File: src/rtl/light_pwm_ctrl_if.sv
// light_pwm_ctrl_if -- signal bundle between the light sensor front end and
// the PWM light controller.
//
// Handshake: sample_valid is a one-cycle strobe qualifying sample. There is
// no ready; the controller accepts every strobe in the cycle it is presented.
//
// Signals:
//   sample       8  light reading from the upstream sensor reader
//   sample_valid 1  one-cycle strobe, sample valid in that cycle
//   invert       1  1 = darker reading gives brighter output
//   pwm          1  registered PWM drive to the light
//   duty         8  duty currently applied
//   period_start 1  one-cycle pulse at the start of each PWM period
//   fault        1  high while the controller is in FAULT
//   state_dbg    2  current controller state (0 IDLE, 1 RUN, 2 FAULT)
//
// Modports: master drives readings (sensor side / bench), slave is the
// controller.
interface light_pwm_ctrl_if;
  logic [7:0] sample;
  logic       sample_valid;
  logic       invert;
  logic       pwm;
  logic [7:0] duty;
  logic       period_start;
  logic       fault;
  logic [1:0] state_dbg;

  modport master (
    output sample, sample_valid, invert,
    input  pwm, duty, period_start, fault, state_dbg
  );

  modport slave (
    input  sample, sample_valid, invert,
    output pwm, duty, period_start, fault, state_dbg
  );
endinterface

File: src/rtl/light_pwm_ctrl.sv
// light_pwm_ctrl -- ambient-light driven PWM dimmer.
//
// Light readings are smoothed by a first-order IIR filter and mapped to a
// PWM duty (optionally inverted, clamped below at MIN_DUTY). The duty is
// only ever changed at the start of a PWM period so the output waveform
// never glitches mid-period. If readings stop arriving for TIMEOUT_PERIODS
// periods the controller falls back to FAILSAFE_DUTY and raises fault until
// the next reading.
//
// Ports:
//   clk  system clock, all logic on posedge
//   rst  synchronous, active-high reset
//   bus  light_pwm_ctrl_if.slave (sample/sample_valid/invert in,
//        pwm/duty/period_start/fault/state_dbg out)
//
// Parameters:
//   PRESCALE        clk cycles per PWM counter step (>=1)
//   FILT_SHIFT      IIR filter shift K (1..4)
//   MIN_DUTY        lowest duty applied in RUN
//   FAILSAFE_DUTY   duty applied in FAULT
//   TIMEOUT_PERIODS periods without a sample before FAULT (1..255)
module light_pwm_ctrl #(
  parameter int PRESCALE        = 4,
  parameter int FILT_SHIFT      = 2,
  parameter int MIN_DUTY        = 0,
  parameter int FAILSAFE_DUTY   = 128,
  parameter int TIMEOUT_PERIODS = 16
) (
  input logic              clk,
  input logic              rst,
  light_pwm_ctrl_if.slave  bus
);

  localparam int PW = (PRESCALE > 1) ? $clog2(PRESCALE) : 1;
  localparam int AW = 8 + FILT_SHIFT;

  localparam logic [PW-1:0] PRESC_LAST = PW'(PRESCALE - 1);
  localparam logic [7:0]    CNT_LAST   = 8'd254;
  localparam logic [7:0]    MIN_D      = 8'(MIN_DUTY);
  localparam logic [7:0]    FAILSAFE_D = 8'(FAILSAFE_DUTY);
  localparam logic [7:0]    TO_LAST    = 8'(TIMEOUT_PERIODS - 1);

  typedef enum logic [1:0] {
    S_IDLE  = 2'd0,
    S_RUN   = 2'd1,
    S_FAULT = 2'd2
  } state_t;

  state_t        state, state_next;
  logic [PW-1:0] presc;
  logic [7:0]    cnt;
  logic [7:0]    pcnt;
  logic [AW-1:0] acc;
  logic [7:0]    duty_q, duty_next;
  logic          pwm_q, period_start_q, fault_q;

  logic          tick;
  logic          wrap;
  logic [7:0]    filt;
  logic [7:0]    filt_dir;
  logic [7:0]    target;
  logic [AW-1:0] acc_filt;
  logic [AW-1:0] acc_preload;

  // Timebase: prescaler tick advances the 255-step PWM counter; the tick
  // that moves cnt from 254 back to 0 is the period boundary.
  assign tick = (presc == PRESC_LAST);
  assign wrap = tick && (cnt == CNT_LAST);

  always_ff @(posedge clk) begin
    if (rst) begin
      presc <= '0;
    end else if (tick) begin
      presc <= '0;
    end else begin
      presc <= presc + PW'(1);
    end
  end

  always_ff @(posedge clk) begin
    if (rst) begin
      cnt <= '0;
    end else if (tick) begin
      cnt <= wrap ? 8'd0 : cnt + 8'd1;
    end
  end

  // IIR filter. acc holds the filtered value scaled by 2^K, so
  // acc - acc/2^K + sample never exceeds (255 << K).
  assign filt        = acc[AW-1 -: 8];
  assign acc_filt    = acc - (acc >> FILT_SHIFT) + AW'(bus.sample);
  assign acc_preload = {bus.sample, {FILT_SHIFT{1'b0}}};

  always_ff @(posedge clk) begin
    if (rst) begin
      acc <= '0;
    end else if (bus.sample_valid) begin
      // Coming out of IDLE/FAULT the history is stale, so start fresh
      // from the new reading instead of slewing from an old value.
      acc <= (state == S_RUN) ? acc_filt : acc_preload;
    end
  end

  assign filt_dir = bus.invert ? (8'd255 - filt) : filt;
  assign target   = (filt_dir < MIN_D) ? MIN_D : filt_dir;

  // Periods elapsed in RUN since the last reading.
  always_ff @(posedge clk) begin
    if (rst) begin
      pcnt <= '0;
    end else if (bus.sample_valid) begin
      pcnt <= '0;
    end else if ((state == S_RUN) && wrap) begin
      pcnt <= pcnt + 8'd1;
    end
  end

  always_ff @(posedge clk) begin
    if (rst) begin
      state <= S_IDLE;
    end else begin
      state <= state_next;
    end
  end

  // Next state and next duty. A reading always beats a timeout expiring
  // on the same edge. duty is decided from the state and acc as they stand
  // before the edge, so a reading arriving at a period boundary only shows
  // up one period later.
  always_comb begin
    state_next = state;
    duty_next  = duty_q;
    case (state)
      S_IDLE: begin
        if (bus.sample_valid) state_next = S_RUN;
        if (wrap)             duty_next  = 8'd0;
      end
      S_RUN: begin
        if (!bus.sample_valid && wrap && (pcnt == TO_LAST)) state_next = S_FAULT;
        if (wrap) duty_next = target;
      end
      S_FAULT: begin
        if (bus.sample_valid) state_next = S_RUN;
        if (wrap)             duty_next  = FAILSAFE_D;
      end
      default: begin
        state_next = S_IDLE;
        duty_next  = 8'd0;
      end
    endcase
  end

  always_ff @(posedge clk) begin
    if (rst) begin
      duty_q         <= '0;
      pwm_q          <= 1'b0;
      period_start_q <= 1'b0;
      fault_q        <= 1'b0;
    end else begin
      duty_q         <= duty_next;
      pwm_q          <= (cnt < duty_q);
      period_start_q <= wrap;
      // Loaded from state_next so fault always matches the state register.
      fault_q        <= (state_next == S_FAULT);
    end
  end

  assign bus.pwm          = pwm_q;
  assign bus.duty         = duty_q;
  assign bus.period_start = period_start_q;
  assign bus.fault        = fault_q;
  assign bus.state_dbg    = state;

endmodule

File: src/flat_wrapper.sv
// flat-port wrapper written by rule: the top's interface ports become plain ports
module light_pwm_ctrl_flat 
#(
  parameter int PRESCALE        = 4,
  parameter int FILT_SHIFT      = 2,
  parameter int MIN_DUTY        = 0,
  parameter int FAILSAFE_DUTY   = 128,
  parameter int TIMEOUT_PERIODS = 16
)
  (clk, rst, bus_sample, bus_sample_valid, bus_invert, bus_pwm, bus_duty, bus_period_start, bus_fault, bus_state_dbg);
  light_pwm_ctrl_if bus_i ();
  input logic clk;
  input logic rst;
  input wire logic [$bits(bus_i.sample)-1:0] bus_sample;
  input wire logic [$bits(bus_i.sample_valid)-1:0] bus_sample_valid;
  input wire logic [$bits(bus_i.invert)-1:0] bus_invert;
  output wire logic [$bits(bus_i.pwm)-1:0] bus_pwm;
  output wire logic [$bits(bus_i.duty)-1:0] bus_duty;
  output wire logic [$bits(bus_i.period_start)-1:0] bus_period_start;
  output wire logic [$bits(bus_i.fault)-1:0] bus_fault;
  output wire logic [$bits(bus_i.state_dbg)-1:0] bus_state_dbg;
  assign bus_i.sample = bus_sample;
  assign bus_i.sample_valid = bus_sample_valid;
  assign bus_i.invert = bus_invert;
  assign bus_pwm = bus_i.pwm;
  assign bus_duty = bus_i.duty;
  assign bus_period_start = bus_i.period_start;
  assign bus_fault = bus_i.fault;
  assign bus_state_dbg = bus_i.state_dbg;
  light_pwm_ctrl #(.PRESCALE(PRESCALE), .FILT_SHIFT(FILT_SHIFT), .MIN_DUTY(MIN_DUTY), .FAILSAFE_DUTY(FAILSAFE_DUTY), .TIMEOUT_PERIODS(TIMEOUT_PERIODS)) u_core (.clk(clk), .rst(rst), .bus(bus_i));
endmodule
File: config.mk
export PLATFORM = sky130hd
export DESIGN_NAME = light_pwm_ctrl_flat
export DESIGN_NICKNAME = d
export VERILOG_FILES = /design/src/rtl/light_pwm_ctrl_if.sv /design/src/rtl/light_pwm_ctrl.sv /design/src/flat_wrapper.sv
export SDC_FILE = /design/constraint.sdc
export NUM_CORES = 1
export LEC_CHECK = 0
export CORE_ASPECT_RATIO = 1.1
export CORE_MARGIN = 1.5
export CORE_UTILIZATION = 58
export CTS_CLUSTER_SIZE = 28
export DETAILED_ROUTE_END_ITERATION = 7
export HOLD_SLACK_MARGIN = 0.08
export PLACE_DENSITY = 0.86
export SLEW_MARGIN = 20
export SYNTH_ARGS = -nofsm -noshare
export SYNTH_HDL_FRONTEND = slang
export SYNTH_SLANG_ARGS = --single-unit
File: constraint.sdc
create_clock -name clk -period 3.5 [get_ports clk]
set_clock_uncertainty 0.15 [all_clocks]
set_input_delay 0.7 -clock clk [delete_from_list [all_inputs] [get_ports clk]]
set_output_delay 0.7 -clock clk [all_outputs]
set_load 0.02 [all_outputs]
# Word level (Yosys, flattened, before mapping)
# Cells that the tools add are included.
# classes
add_sub_neg,6
magnitude_cmp,2
n_eq_ne,9
muxes,11
reduce_logical,10
# ops
operator,count
$mux 8,6
$pmux 8 s3,1
$add 8x1->8 const B,2
$add 10x8->10,1
$mux 10,1
$sub 10x8->10,1
$eq 8x4->1 const B,1
$eq 8x8->1 const B,1
$lt 8x1->1 const B,1
$lt 8x8->1,1
$sub 8x8->8 const A,1
$eq 2x2->1 const B,3
$ne 2x1->1 const B,3
$reduce_or 2->1,3
$logic_and 1x1->1,4
$mux 2,2
$pmux 2 s2,1
$reduce_and 3->1,1
$add 2x1->2 const B,1
$eq 2x1->1 const B,1
$logic_not 2->1,1
$logic_not 1->1,1
# totals
ff_bits,41
in_bits,12
out_inout_bits,13
wordCells,47

# Longest topological paths before layout
# logic_depth
depth_word,7
mapped_depth,11
ltp_nobuf,11

# Least setup slack after synthesis
# Ideal clock, no wire load.
# synth_timing
kind,input port to flip-flop
from,in bus_sample[1]
to,reg u_core.acc[8]
setup_ns,0.087
t_arrival_ns,2.918
t_required_ns,3.263
slack_ns,0.345
stages,10
path_buffers,0
cell_sequence,inv_1 fa_1 inv_1 fa_1 a211oi_1 nor2_1 or4_1 a21oi_1 xor2_1 o31ai_1
# synth_via
elab_chain_cells,2
# synth_lines
element,line_no,text
start: declaration,flat_wrapper.sv:14,input wire logic [$bits(bus_i.sample)-1:0] bus_sample;
$add 10x8->10,light_pwm_ctrl.sv:91,assign acc_filt = acc - (acc >> FILT_SHIFT) + AW'(bus.sample);
$mux 10,light_pwm_ctrl.sv:100,acc <= (state == S_RUN) ? acc_filt : acc_preload;
end signal: assignment,light_pwm_ctrl.sv:100,
end: declaration,light_pwm_ctrl.sv:53,logic [AW-1:0] acc;
# No other way between the ends.
# A chain may end at the register's enable or synchronous reset.

# Final worst setup path
# layout_timing
from,in bus_sample[3]
to,reg u_core.acc[8]
# Same word-level chain as after synthesis.

==> impl_metrics.json <==
{
  "cts_tree": "built",
  "clockBufferDepth": 2,
  "start_util": 0.618,
  "final.setup.tns_ps": 0,
  "post-place-ws_ps": -206,
  "p_int_mw": 0.871,
  "cts.clk_slew.worst_paths_ps": 70,
  "routed_wirelength_um": 5640,
  "hold_path_depth": 1,
  "gp_congestion": 1.00,
  "finalSetupViolCount": 0,
  "crit_top_cell": "inv_1",
  "synthCells": 329,
  "grt_pass1_wl_um": 9630,
  "cts.sinks": 41,
  "worstSetupStartpointType": "primary input",
  "hpwl_um": 4190,
  "async_flop_share": 0,
  "synthXorXnorAreaFrac": 0.0804,
  "vias": 2309,
  "synth_area_leaders": "dfxtp_1 30%, ha_1 11%, inv_1 5.9%",
  "synth_flop_cell": "dfxtp_1",
  "layout-drive-gt1-share": 0.0756,
  "fill_cells": 361,
  "antenna_found_initial": 0,
  "cts_buffers": 5,
  "clockPowerShare": 0.235,
  "syn_area_um2": 2720,
  "synth_adder_area_share": 0.174,
  "io_buffers": 24,
  "register_area_um2": 821,
  "ant_nets": 0,
  "finalNetCount": 402,
  "vdd_drop_max_uv": 281,
  "hp-class": "flop to flop",
  "area_growth_pct": 14.9,
  "grt_util_met1": 0.293,
  "die_area_um2": 5120,
  "use_met2": 0.435,
  "grt_max_degree": 32,
  "synth_seq_cells": 41,
  "synth_top_family_by_area": "simple AND/OR/NAND/NOR gates",
  "fmax_mhz": 292,
  "dr.pass1.iters": 4,
  "finalInstanceArea_um2": 3130,
  "layout_common_cells": "43 x inv_1, 41 x dfxtp_1, 34 x nor2_1, 25 x ha_1, 24 x clkdlybuf4s50_1",
  "p_seq_frac": 0.386,
  "multi_input_area_um2": 1660,
  "hold_violations": 0,
  "crit_path_end_kind": "flop",
  "grt_pass1_vias": 2220,
  "p_comb_frac": 0.380,
  "ys_seq_area_frac": 0.301,
  "max_cap_violations": 0,
  "swShare": 0.338,
  "critical_path.cell_chain": "clkdlybuf4s50_1, inv_1, fa_1, inv_1, ha_1, o21ai_0, nor2_1, or4_1, a21oi_2, xor2_1, o31ai_1",
  "synth_compound_area_frac": 0.136,
  "drt_iter0_drc": 151,
  "num_io_pins": 25,
  "die_y_um": 74.9,
  "clock-root-buffer": "clkbuf_8",
  "layout.cells.most_common": "inv_1",
  "final.min_clock_period_ps": 3430,
  "synth-edff-count": 0,
  "cp_data_arrival_time_ps": 3480,
  "slew_headroom": 0.568,
  "power_mw": 1.32,
  "status": "complete, no violations",
  "switchingPower_mw": 0.445,
  "syn_avg_cell_area_um2": 8.28,
  "synth_top_area_share": 0.301,
  "worst_slew_pin_slew_ps": 649,
  "busiest_layer": "met2",
  "overflow": 0,
  "die_x_um": 68.3,
  "coreArea_um2": 4410,
  "rows": 25,
  "synth.distinct_cells": 45,
  "slew_viol_final": 0,
  "yosysWarnings": 0,
  "grt_util_all_layers": 0.245,
  "ctsHoldBuffers": 0,
  "worstPathRequired_ps": 3550,
  "h-tree-depth": 2,
  "met3_usage": 0.0463,
  "p_per_area_nw_per_um2": 420,
  "period_share": 0.979,
  "cts_setup_buffers": 0,
  "antenna_cells": 0,
  "place_area_um2": 3030,
  "layout_setup_ws_ps": 73.7,
  "worst_path_max_delay_cell": "fa_1",
  "r2r_cells": 10,
  "critical_path_peak_fanout": 5,
  "synth_nets": 374,
  "routedWlPerCell_um": 13.7,
  "leakage_nw": 1.31,
  "synth-simple-area-share": 0.205,
  "yosys.area.top_type": "dfxtp_1",
  "clk_latency_ps": 290,
  "slowest_delay_ps": 540,
  "drcViolationCount": 0,
  "synth.area.mux_share": 0.0110,
  "viasPerCell": 5.62,
  "criticalPathCategory": "primary input to flop"
}
-- critical path: cells and delay by family --
kind,cells,cell delay [ps]
xor+xnor,1,80
fa+ha+maj,2,900
simple gates,2,530
compound gates,3,700
buf+inv,3,550
-- worst paths after layout --
check                                        to       startpoint  slack (ps)
worst max register to register    u_core.acc[8]    u_core.acc[3]         490
worst max-delay path              u_core.acc[8]    bus_sample[3]          70
worst min register to register  u_core.presc[0]  u_core.presc[0]         270
worst min-delay path            u_core.presc[0]  u_core.presc[0]         270
-- power by group through the flow --
stage / Clock (mW) / Sequential [mW] / Combinational [mW]
4_1_cts: 0.314 / 0.507 / 0.481
2_1_floorplan: 0 / 0.513 / 0.344
3_3_place_gp: 0 / 0.518 / 0.456
5_1_grt: 0.331 / 0.510 / 0.552
6_report: 0.309 / 0.508 / 0.499
3_5_place_dp: 0 / 0.518 / 0.476
-- cells in the mapped netlist, drive strengths merged (2+ instances only) --
library cell / instances
nor3: 12
nand2b: 6
clkbuf: 12
o31ai: 2
o211ai: 3
nand3: 11
ha: 25
mux2i: 3
a211oi: 4
nand4: 13
xnor2: 7
nand2: 18
and3: 2
xor2: 18
dfxtp: 41
a31oi: 3
a21oi: 20
o21ai: 12
a21o: 6
or2: 2
or3: 2
inv: 43
a22oi: 2
or4: 2
fa: 8
nor2: 35
nor3b: 4
buf: 2
-- timing repair --
| item | in CTS | in global routing |
|---|---|---|
| gates resized for setup | 0 | 3 |
| endpoints found under the hold margin | 0 | 0 |
| setup endpoints to repair | 0 | 1 |
-- metal layers --
layer | part of all wire | wire length, um | up-vias
li1 | - | - | 1164
met1 | 0.43 | 2440 | 1067
met2 | 0.50 | 2840 | 66
met3 | 0.043 | 241 | 12
met4 | 0.022 | 126 | 0
met5 | 0 | 0 | -
-- area by class of cell --
class / count / share of cell area
Multi-Input combinational cell: 230 / 0.531
Sequential cell: 41 / 0.262
Timing Repair Buffer: 36 / 0.106
Inverter: 43 / 0.0516
Clock buffer: 7 / 0.0276
Tap cell: 54 / 0.0216
-- flip-flops by register name (all words and copies together), names as in the netlist --
| register | count |
|---|---|
| u_core.bus.fault | 1 |
| u_core.cnt | 8 |
| u_core.acc | 10 |
| u_core.pcnt | 8 |
| u_core.presc | 2 |
| u_core.bus.duty | 8 |
| u_core.bus.period_start | 1 |
| u_core.bus.state_dbg | 2 |
| u_core.bus.pwm | 1 |
-- stage by stage --
stage,hold slack (ps),utilization,instances
CTS,274,0.707,411
finish,270,0.710,411
global route,293,0.710,411
global placement,257,0.687,404
floorplan,248,-,329
detailed placement,261,0.687,404
-- kinds of logic after synthesis --
group,count (synthesis)
AOI/OAI and AO/OA,60
xor gates and xnor gates,25
adders and majority gates,33
buffers and inverters,58
DFF,41
muxes,3
and+or+nand+nor,109
Power figures use the tool's default switching activity.
